## src/rtl/lstm_pkg.sv

```systemverilog
// Shared types and width helpers for the LSTM sequencer.
package lstm_pkg;

  typedef enum logic [2:0] {
    StIdle,
    StClear,
    StAccum,
    StAct,
    StCell,
    StNext,
    StDone
  } state_e;

  typedef enum logic [1:0] {
    GATE_I,
    GATE_F,
    GATE_G,
    GATE_O
  } gate_e;

  // Index width for a range of n values, never below one bit.
  function automatic int unsigned idx_w(input int unsigned n);
    return (n <= 1) ? 1 : $clog2(n);
  endfunction

  function automatic int unsigned len_w(input int unsigned tmax);
    return idx_w(tmax + 1);
  endfunction

  function automatic int unsigned x_addr_w(input int unsigned tmax, input int unsigned nin);
    return idx_w(tmax * nin);
  endfunction

  function automatic int unsigned w_addr_w(input int unsigned nin, input int unsigned nhid);
    return idx_w(4 * nhid * (nin + nhid));
  endfunction

endpackage

```

## src/rtl/loop_cnt.sv

```systemverilog
// Loadable up/down loop counter; exposes next value so callers can register derived outputs.
module loop_cnt #(
  parameter int unsigned Width = 4
) (
  input  logic             clk,
  input  logic             xrst,
  input  logic             load,
  input  logic [Width-1:0] load_val,
  input  logic             en,
  input  logic             down,
  input  logic [Width-1:0] last,
  output logic [Width-1:0] cnt,
  output logic [Width-1:0] nxt,
  output logic             tc
);

  logic [Width-1:0] cnt_q;

  always_comb begin
    nxt = cnt_q;
    if (load) begin
      nxt = load_val;
    end else if (en) begin
      nxt = down ? cnt_q - Width'(1) : cnt_q + Width'(1);
    end
  end

  // Terminal count: zero when counting down, 'last' when counting up.
  assign tc  = down ? (cnt_q == '0) : (cnt_q == last);
  assign cnt = cnt_q;

  always_ff @(posedge clk) begin
    if (!xrst) begin
      cnt_q <= '0;
    end else begin
      cnt_q <= nxt;
    end
  end

endmodule

```

## src/rtl/lstm_seq_ctrl.sv

```systemverilog
// LSTM sequencer: walks timestep / unit / gate / dot-product index and drives datapath strobes.
module lstm_seq_ctrl
  import lstm_pkg::*;
#(
  parameter int unsigned NIN  = 16,
  parameter int unsigned NHID = 16,
  parameter int unsigned TMAX = 64,
  localparam int unsigned K   = NIN + NHID,
  localparam int unsigned LW  = len_w(TMAX),
  localparam int unsigned TW  = idx_w(TMAX),
  localparam int unsigned HW  = idx_w(NHID),
  localparam int unsigned KW  = idx_w(K),
  localparam int unsigned XW  = x_addr_w(TMAX, NIN),
  localparam int unsigned WW  = w_addr_w(NIN, NHID)
) (
  input  logic          clk,
  input  logic          xrst,
  input  logic          req,
  input  logic [LW-1:0] seq_len,
  input  logic          rev,
  output logic          busy,
  output logic          ack,
  output logic          mac_clear,
  output logic          mac_en,
  output logic          act_en,
  output logic          cell_wr,
  output logic          h_swap,
  output logic [1:0]    gate,
  output logic          src_sel,
  output logic          h_zero,
  output logic [XW-1:0] x_addr,
  output logic [HW-1:0] h_addr,
  output logic [WW-1:0] w_addr,
  output logic [HW-1:0] unit,
  output logic [TW-1:0] step
);

  state_e        state_q, state_d;
  logic [LW-1:0] len_q, len_d, len_eff;
  logic          rev_q, rev_d;
  logic          first_q, first_d;

  logic          k_load, k_en, k_tc;
  logic          g_load, g_en, g_tc;
  logic          u_load, u_en, u_tc;
  logic          t_load, t_en, t_tc;
  logic [KW-1:0] k_q, k_nxt;
  logic [1:0]    g_q, g_nxt;
  logic [HW-1:0] u_q, u_nxt;
  logic [TW-1:0] t_q, t_nxt, t_load_val;

  assign len_eff = (32'(seq_len) > TMAX) ? LW'(TMAX) : seq_len;

  loop_cnt #(.Width(KW)) u_k_cnt (
    .clk(clk), .xrst(xrst), .load(k_load), .load_val('0), .en(k_en), .down(1'b0),
    .last(KW'(K - 1)), .cnt(k_q), .nxt(k_nxt), .tc(k_tc)
  );

  loop_cnt #(.Width(2)) u_g_cnt (
    .clk(clk), .xrst(xrst), .load(g_load), .load_val('0), .en(g_en), .down(1'b0),
    .last(2'(GATE_O)), .cnt(g_q), .nxt(g_nxt), .tc(g_tc)
  );

  loop_cnt #(.Width(HW)) u_u_cnt (
    .clk(clk), .xrst(xrst), .load(u_load), .load_val('0), .en(u_en), .down(1'b0),
    .last(HW'(NHID - 1)), .cnt(u_q), .nxt(u_nxt), .tc(u_tc)
  );

  loop_cnt #(.Width(TW)) u_t_cnt (
    .clk(clk), .xrst(xrst), .load(t_load), .load_val(t_load_val), .en(t_en), .down(rev_q),
    .last(TW'(len_q - LW'(1))), .cnt(t_q), .nxt(t_nxt), .tc(t_tc)
  );

  always_comb begin
    state_d    = state_q;
    len_d      = len_q;
    rev_d      = rev_q;
    first_d    = first_q;
    k_load     = 1'b0;
    k_en       = 1'b0;
    g_load     = 1'b0;
    g_en       = 1'b0;
    u_load     = 1'b0;
    u_en       = 1'b0;
    t_load     = 1'b0;
    t_en       = 1'b0;
    t_load_val = rev ? TW'(len_eff - LW'(1)) : '0;
    unique case (state_q)
      StIdle: begin
        if (req) begin
          len_d  = len_eff;
          rev_d  = rev;
          k_load = 1'b1;
          g_load = 1'b1;
          u_load = 1'b1;
          t_load = 1'b1;
          if (len_eff != '0) begin
            state_d = StClear;
            first_d = 1'b1;
          end else begin
            state_d = StDone;
          end
        end
      end
      StClear: state_d = StAccum;
      StAccum: begin
        if (k_tc) begin
          k_load  = 1'b1;
          state_d = StAct;
        end else begin
          k_en = 1'b1;
        end
      end
      StAct: begin
        if (g_tc) begin
          state_d = StCell;
        end else begin
          g_en    = 1'b1;
          state_d = StClear;
        end
      end
      StCell: begin
        g_load = 1'b1;
        if (u_tc) begin
          state_d = StNext;
        end else begin
          u_en    = 1'b1;
          state_d = StClear;
        end
      end
      StNext: begin
        u_load  = 1'b1;
        first_d = 1'b0;
        if (t_tc) begin
          state_d = StDone;
        end else begin
          t_en    = 1'b1;
          state_d = StClear;
        end
      end
      StDone:  state_d = StIdle;
      default: state_d = StIdle;
    endcase
  end

  // Outputs are registered from next-state values so they line up with the state they describe.
  logic run_d, gate_vis_d, unit_vis_d, acc_d, x_sel_d;

  always_comb begin
    run_d      = (state_d == StClear) || (state_d == StAccum) || (state_d == StAct) ||
                 (state_d == StCell) || (state_d == StNext);
    gate_vis_d = (state_d == StClear) || (state_d == StAccum) || (state_d == StAct);
    unit_vis_d = gate_vis_d || (state_d == StCell);
    acc_d      = (state_d == StAccum);
    x_sel_d    = 32'(k_nxt) < NIN;
  end

  always_ff @(posedge clk) begin
    if (!xrst) begin
      state_q   <= StIdle;
      len_q     <= '0;
      rev_q     <= 1'b0;
      first_q   <= 1'b0;
      busy      <= 1'b0;
      ack       <= 1'b0;
      mac_clear <= 1'b0;
      mac_en    <= 1'b0;
      act_en    <= 1'b0;
      cell_wr   <= 1'b0;
      h_swap    <= 1'b0;
      gate      <= '0;
      src_sel   <= 1'b0;
      h_zero    <= 1'b0;
      x_addr    <= '0;
      h_addr    <= '0;
      w_addr    <= '0;
      unit      <= '0;
      step      <= '0;
    end else begin
      state_q   <= state_d;
      len_q     <= len_d;
      rev_q     <= rev_d;
      first_q   <= first_d;
      busy      <= (state_d != StIdle);
      ack       <= (state_d == StDone);
      mac_clear <= (state_d == StClear);
      mac_en    <= acc_d;
      act_en    <= (state_d == StAct);
      cell_wr   <= (state_d == StCell);
      h_swap    <= (state_d == StNext);
      gate      <= gate_vis_d ? g_nxt : '0;
      src_sel   <= acc_d && !x_sel_d;
      h_zero    <= first_d && run_d;
      x_addr    <= (acc_d && x_sel_d) ? XW'(32'(t_nxt) * NIN + 32'(k_nxt)) : '0;
      h_addr    <= (acc_d && !x_sel_d) ? HW'(32'(k_nxt) - NIN) : '0;
      w_addr    <= acc_d ? WW'((32'(g_nxt) * NHID + 32'(u_nxt)) * K + 32'(k_nxt)) : '0;
      unit      <= unit_vis_d ? u_nxt : '0;
      step      <= run_d ? t_nxt : '0;
    end
  end

endmodule
```

## config.mk

```make
export PLATFORM = sky130hd
export DESIGN_NAME = lstm_seq_ctrl
export DESIGN_NICKNAME = d
export VERILOG_FILES = /design/src/rtl/lstm_pkg.sv /design/src/rtl/loop_cnt.sv /design/src/rtl/lstm_seq_ctrl.sv
export SDC_FILE = /design/constraint.sdc
export NUM_CORES = 1
export LEC_CHECK = 0
export ABC_AREA = 0
export CORE_AREA = 2 2 82 84
export DETAILED_ROUTE_END_ITERATION = 6
export DIE_AREA = 0 0 84 86
export GPL_ROUTABILITY_DRIVEN = 0
export PLACE_DENSITY_LB_ADDON = 0.15
export SLEW_MARGIN = 15
export SYNTH_ARGS = -nofsm -noshare
export SYNTH_HDL_FRONTEND = slang
export SYNTH_SLANG_ARGS = --single-unit
```

## constraint.sdc

```tcl
create_clock -name clk -period 4.53 [get_ports clk]
set_input_delay 1.359 -clock clk [delete_from_list [all_inputs] [get_ports clk]]
set_output_delay 1.359 -clock clk [all_outputs]
set_load 0.02 [all_outputs]
```

---- Word level (Yosys, flattened, before mapping) ----
Cells that the tools add are included.
storage, ports and cells
  memories kept ........................... 0
  RAM bits ................................ 0
  bits in latches ......................... 0
  logic and storage cells ................. 106
  input bits .............................. 11
  register bits ........................... 74
  output and inout port bits .............. 46
  ROM bits ................................ 0
operators by class
  eq/ne operators ......................... 15
  div/mod/pow operators ................... 0
  add/subtract/negate cells ............... 11
  bitwise gates (word level) .............. 0
  mux-type cells .......................... 36
  magnitude comparators ................... 2
  reduce and logical (&&, ||, !) cells .... 19
  shifts and indexed selects .............. 0
  multiply operators ...................... 0
operator list
  operator                                                            count
  6-bit two-way mux                                                   4
  3-bit two-way mux                                                   6
  3-bit one-hot mux with 6 select lines                               1
  6-bit by 1-bit subtractor with 6-bit output, second input constant  3
  3-bit == test, second input constant                                5
  1-bit two-way mux                                                   14
  2-bit AND reduction                                                 7
  3-bit by 2-bit == test with 1-bit output, second input constant     4
  11-bit by 5-bit adder with 11-bit output                            1
  10-bit by 5-bit adder with 10-bit output                            1
  5-bit two-way mux                                                   2
  4-bit two-way mux                                                   2
  1-bit one-hot mux with 2 select lines                               4
  7-bit > comparator, second input constant                           1
  7-bit two-way mux                                                   1
  7-bit nonzero test                                                  1
  6-bit by 1-bit adder with 6-bit output, second input constant       1
  6-bit by 4-bit adder with 6-bit output                              1
  3-bit by 1-bit == test with 1-bit output, second input constant     2
  6-bit == test                                                       1
  6-bit logical NOT                                                   1
  5-bit by 1-bit adder with 5-bit output, second input constant       1
  5-bit == test, second input constant                                1
  5-bit less-than comparator, second input constant                   1
  other kinds (11)                                                    17

---- Longest topological paths before layout ----
  word-level depth ........................ 12
  depth in mapped cells ................... 14

---- Cells and area by module ----
A second synthesis with hierarchy kept.
second synthesis, totals
  cell total of the unflattened synthesis .. 444
  area, all modules ....................... 4,030.1 µm²
modules (own cells, without submodules)
  module               cells an instance  sequential area each (µm²)  area each (µm²)  times used
  lstm_seq_ctrl        244                1,141.1                     2,381.0          1
  loop_cnt at u_t_cnt  78                 120.1                       624.3            1
  loop_cnt at u_k_cnt  55                 100.1                       471.7            1
  loop_cnt at u_u_cnt  47                 80.1                        384.1            1
  loop_cnt at u_g_cnt  20                 40.0                        168.9            1

---- Least setup slack after synthesis ----
Ideal clock, no wire load.
  path kind ............................... input -> register
  from .................................... input seq_len[6]
  to ...................................... register x_addr[8]
  buffers on the path ..................... 2
  arrival time ............................ 3.496 ns
  stages .................................. 11
  path slack .............................. 0.963 ns
  path through ............................ clkbuf_1 -> nand2b_1 -> ha_1 -> and3_1 -> nor2_1 -> a211oi_1 -> nand3_1 -> or3_1 -> clkbuf_1 -> or2_0 -> mux2i_1
on the way
  word-level cells in the longest chain between the ends .. 9
  elaborated cells between the ends (all ways) .. 13
  those cells by class .................... 2 x add/sub; 1 x order compare; 1 x eq/ne; 6 x mux; 3 x reduce/logical
RTL lines
  item                                                                              line                  text
  start, declared                                                                   lstm_seq_ctrl.sv:19   input logic [LW-1:0] seq_len,
  7-bit > comparator                                                                lstm_seq_ctrl.sv:52   assign len_eff = (32'(seq_len) > TMAX) ? LW'(TMAX) : seq_len;
  7-bit two-way mux (*)                                                             lstm_seq_ctrl.sv:52
  branches (longest 7 deep; another with 10-bit by 5-bit adder with 10-bit output)  -
  end signal, assigned                                                              lstm_seq_ctrl.sv:194  x_addr <= (acc_d && x_sel_d) ? XW'(32'(t_nxt) * NIN + 32'(k_nxt)) : '0;
  end, declared                                                                     lstm_seq_ctrl.sv:31   output logic [XW-1:0] x_addr,
Mark *: on every way between the ends.
A chain may end at the register's enable or synchronous reset.

---- Worst setup path in the final report ----
Same ends and word-level chain as after synthesis.

==> summary.md <==
| Metric | Value |
|---|---|
| Status | `complete, no violations` |
| GRT Util Overall | `21.8%` |
| Design Area, Final | `~4000 µm²` |
| Peak Freq | `271 MHz` |
| DP HPWL | `roughly 5.6 mm` |
| Crit path arrival time | `just under 4 ns` |
| Number of synthesized flops with an enable pin | `0` |
| Hold WC Path Type | `register to register` |
| Pint | `around 0.98 mW` |
| Yosys reg bits | `74` |
| Largest cells by area after synthesis | `dfxtp_1, nor2_1, ha_1` |
| Most common cell after layout, fill and taps aside | `dfxtp_1` |
| Slew headroom | `a little under half` |
| Final Hold Fails | `0` |
| Combinational group share of total power | `16.0%` |
| Initial core utilization | `about half` |
| CTS tree | `yes` |
| Net count after synthesis | `about 400` |
| Die area | `slightly above 7000 µm²` |
| Net Sw Frac | `just under 30%` |
| Slowest CP cell | `clkdlybuf4s50_1` |
| Critical Path RT | `~4.8 ns` |
| Syn_area_per_cell | `slightly below 9 µm²` |
| Postcts setup bufs | `0` |
| Worst-Skew Late Latency | `between 0.3 and 0.4 ns` |
| Post-CTS resize count | `0` |
| # H-tree levels | `3` |
| WL final | `between 7 and 8 mm` |
| Via density | `5.32` |
| I/O Pins | `57` |
| Clk_skew | `~0.0075 ns` |
| Leakage dissipation | `1.62 nW` |
| Row count | `29` |
| CTS root buf | `clkbuf_8` |
| Final Critical Period | `between 3 and 4 ns` |
| Fin util | `between 60 and 70%` |
| Die width | `roughly 84 µm` |
| Part of the Yosys area used for sequential elements | `approximately 46%` |
| Synth top area share | `45.7%` |
| Share of post-route cells with drive strength above 1 | `approximately 6.7%` |
| Buffers and inverters on the worst path | `1` |
| Clock power frac | `between 30% and 40%` |
| Die height | `roughly 86 µm` |
| CTS buffer count | `9` |
| Distinct cells, synth | `50` |
| Largest area contributor in the netlist | `dfxtp_1` |
| Post-synthesis cell area | `3240 µm²` |
| WL/cell | `approximately 15 µm` |
| Peak supply drop | `about 0.00025 V` |
| Largest net degree at the start of global routing | `18` |
| Maxcap violations | `0` |
| Pwr dens | `341 nW/µm²` |
| Slew @ Worst Pin | `~0.8 ns` |
| Initial antenna violation count | `0` |
| Tot Pwr | `1.38 mW` |
| Final period util | `81.5%` |
| Antenna Nets Post-Route | `0` |
| Setup-failing EPs final | `0` |
| Fin Hold WS | `a little over 0.5 ns` |
| Unrepaired setup endpoints after global routing | `no` |
| Async S/R FF share, synth | `0%` |
| DRT iter0 DRCs | `between 90 and 100` |
| Placed Area | `between 3000 and 4000 µm²` |
| Crit. End Element | `register` |
| Kind of critical path | `primary input to register` |
| Vias after detailed routing | `around 2700` |
| First-pass iteration count of the detailed router | `4` |
| Post-route DRC | `0` |
| Yosys warns | `0` |
| Net count reported at finish | `~450` |
| Area Growth Syn to Fin | `24.6%` |
| R2R setup slack | `roughly 1.4 ns` |
| Port Buffers | `56` |
| Core Area | `around 6300 µm²` |
| N_diodes | `0` |
| Vias in the first global route | `about 2600` |
| Gate Count Post-Synth | `approximately 370` |
| CP max stage delay | `between 0.5 and 0.6 ns` |
| Critical Path Start Type | `primary input` |
| GR Overflow Total | `0` |
| Reg power frac | `about half` |
| Commonest non-fill, non-tap cells in the layout | `dfxtp_1, nor2_1, clkdlybuf4s50_1` |
| Clock sink total | `74` |
| Delay-heaviest family, CP | `simple AND/OR/NAND/NOR gates` |
| Switch Pwr | `between 0.4 and 0.5 mW` |
| Main synth FF type | `dfxtp_1` |
| CTS Hold Bufs | `0` |
| Pins Over Slew Limit | `0` |
| Cells along the critical path | `clkdlybuf4s50_1, nand2b_1, ha_1, and3_1, nor2_1, a211oi_1, nand3_1, or3_1, or2_0, mux2i_1` |
| Global-route wire length before repair | `~12 mm` |
| Max Buffers Root-to-Sink | `2` |
| CTS clock-pin slew for the worst setup and hold paths | `0.08 ns` |
| Fin Setup TNS | `0 ns` |
| Crit-path max FO | `7` |
## area by class of cell
type / instances / area [µm²]
multi-input combinational: 266 / 1630
clock buffer: 10 / 138
sequential: 74 / 1480
tap: 77 / 96.3
inverter: 17 / 63.8
clock inverter: 6 / 40.0
timing repair buffer: 60 / 591
fill: 541 / 2240
## routing by layer
metal	part of all wire, %	track usage [%]	vias up
met3	5.1	4.14	18
li1	-	-	1374
met4	2.6	10.9	0
met1	44	27.2	1250
met5	0	0	-
met2	48	36.1	69
## power by group through the flow
| stage | sequential [mW] | combinational (mW) | clock [mW] |
|---|---|---|---|
| after global placement | 0.712 | 0.215 | 0 |
| after floorplan | 0.715 | 0.143 | 0 |
| final | 0.697 | 0.220 | 0.461 |
| after CTS | 0.697 | 0.220 | 0.467 |
| after global routing | 0.701 | 0.244 | 0.494 |
| after detailed placement | 0.712 | 0.218 | 0 |
## worst reg2reg max path, delay by kind of cell, from the launching register on
kind	cells	cell delay, ns
mux	1	0.22
buf+inv	2	0.12
fa+ha+maj	2	0.51
xor+xnor	2	0.23
flops	1	0.44
compound gates	5	1.27
simple gates	1	0.30
## Yosys cell counts, types with 6 or more instances
cell type / n
inv_1: 17
nor3_1: 9
nor3b_1: 7
nand2b_1: 7
xor2_1: 9
clkbuf_1: 11
a21oi_1: 22
nor2_1: 68
nand2_1: 27
dfxtp_1: 74
o21ai_0: 12
nor2b_1: 6
xnor2_1: 9
ha_1: 12
and2_1: 11
nand3_1: 8
mux2i_1: 6
## flip-flops by register name, summed over array words and instances (netlist names), 3 cells and up
name / flops
u_t_cnt.cnt: 6
x_addr: 10
u_k_cnt.cnt: 5
len_q: 6
u_u_cnt.cnt: 4
h_addr: 4
unit: 4
state_q: 3
w_addr: 11
step: 6
## worst paths after layout
check | from | end | depth (start not counted)
hold reg to reg | len_q[1]$_SDFFE_PN0P_ | len_q[1]$_SDFFE_PN0P_ | 2
setup reg to reg | len_q[0]$_SDFFE_PN0P_ | x_addr[9]$_SDFF_PN0_ | 13
hold / removal | len_q[1]$_SDFFE_PN0P_ | len_q[1]$_SDFFE_PN0P_ | 2
setup / recovery | seq_len[6] | x_addr[8]$_SDFF_PN0_ | 10
## stage by stage
stage,cells,setup WS [ns]
final,510,0.837
after global routing,510,0.588
after CTS,510,0.848
after detailed placement,494,0.507
after global placement,494,0.578
after floorplan,371,0.963
## kinds of logic after synthesis
family,after synthesis,share of synthesized area [%]
muxes,6,1.85
buffers and inverters,31,4.01
and+or+nand+nor,161,24.0
DFF,74,45.7
AOI/OAI and AO/OA,68,14.4
xor gates and xnor gates,18,4.86
adders and majority gates,13,5.25
(Power assumes the default switching activity.)
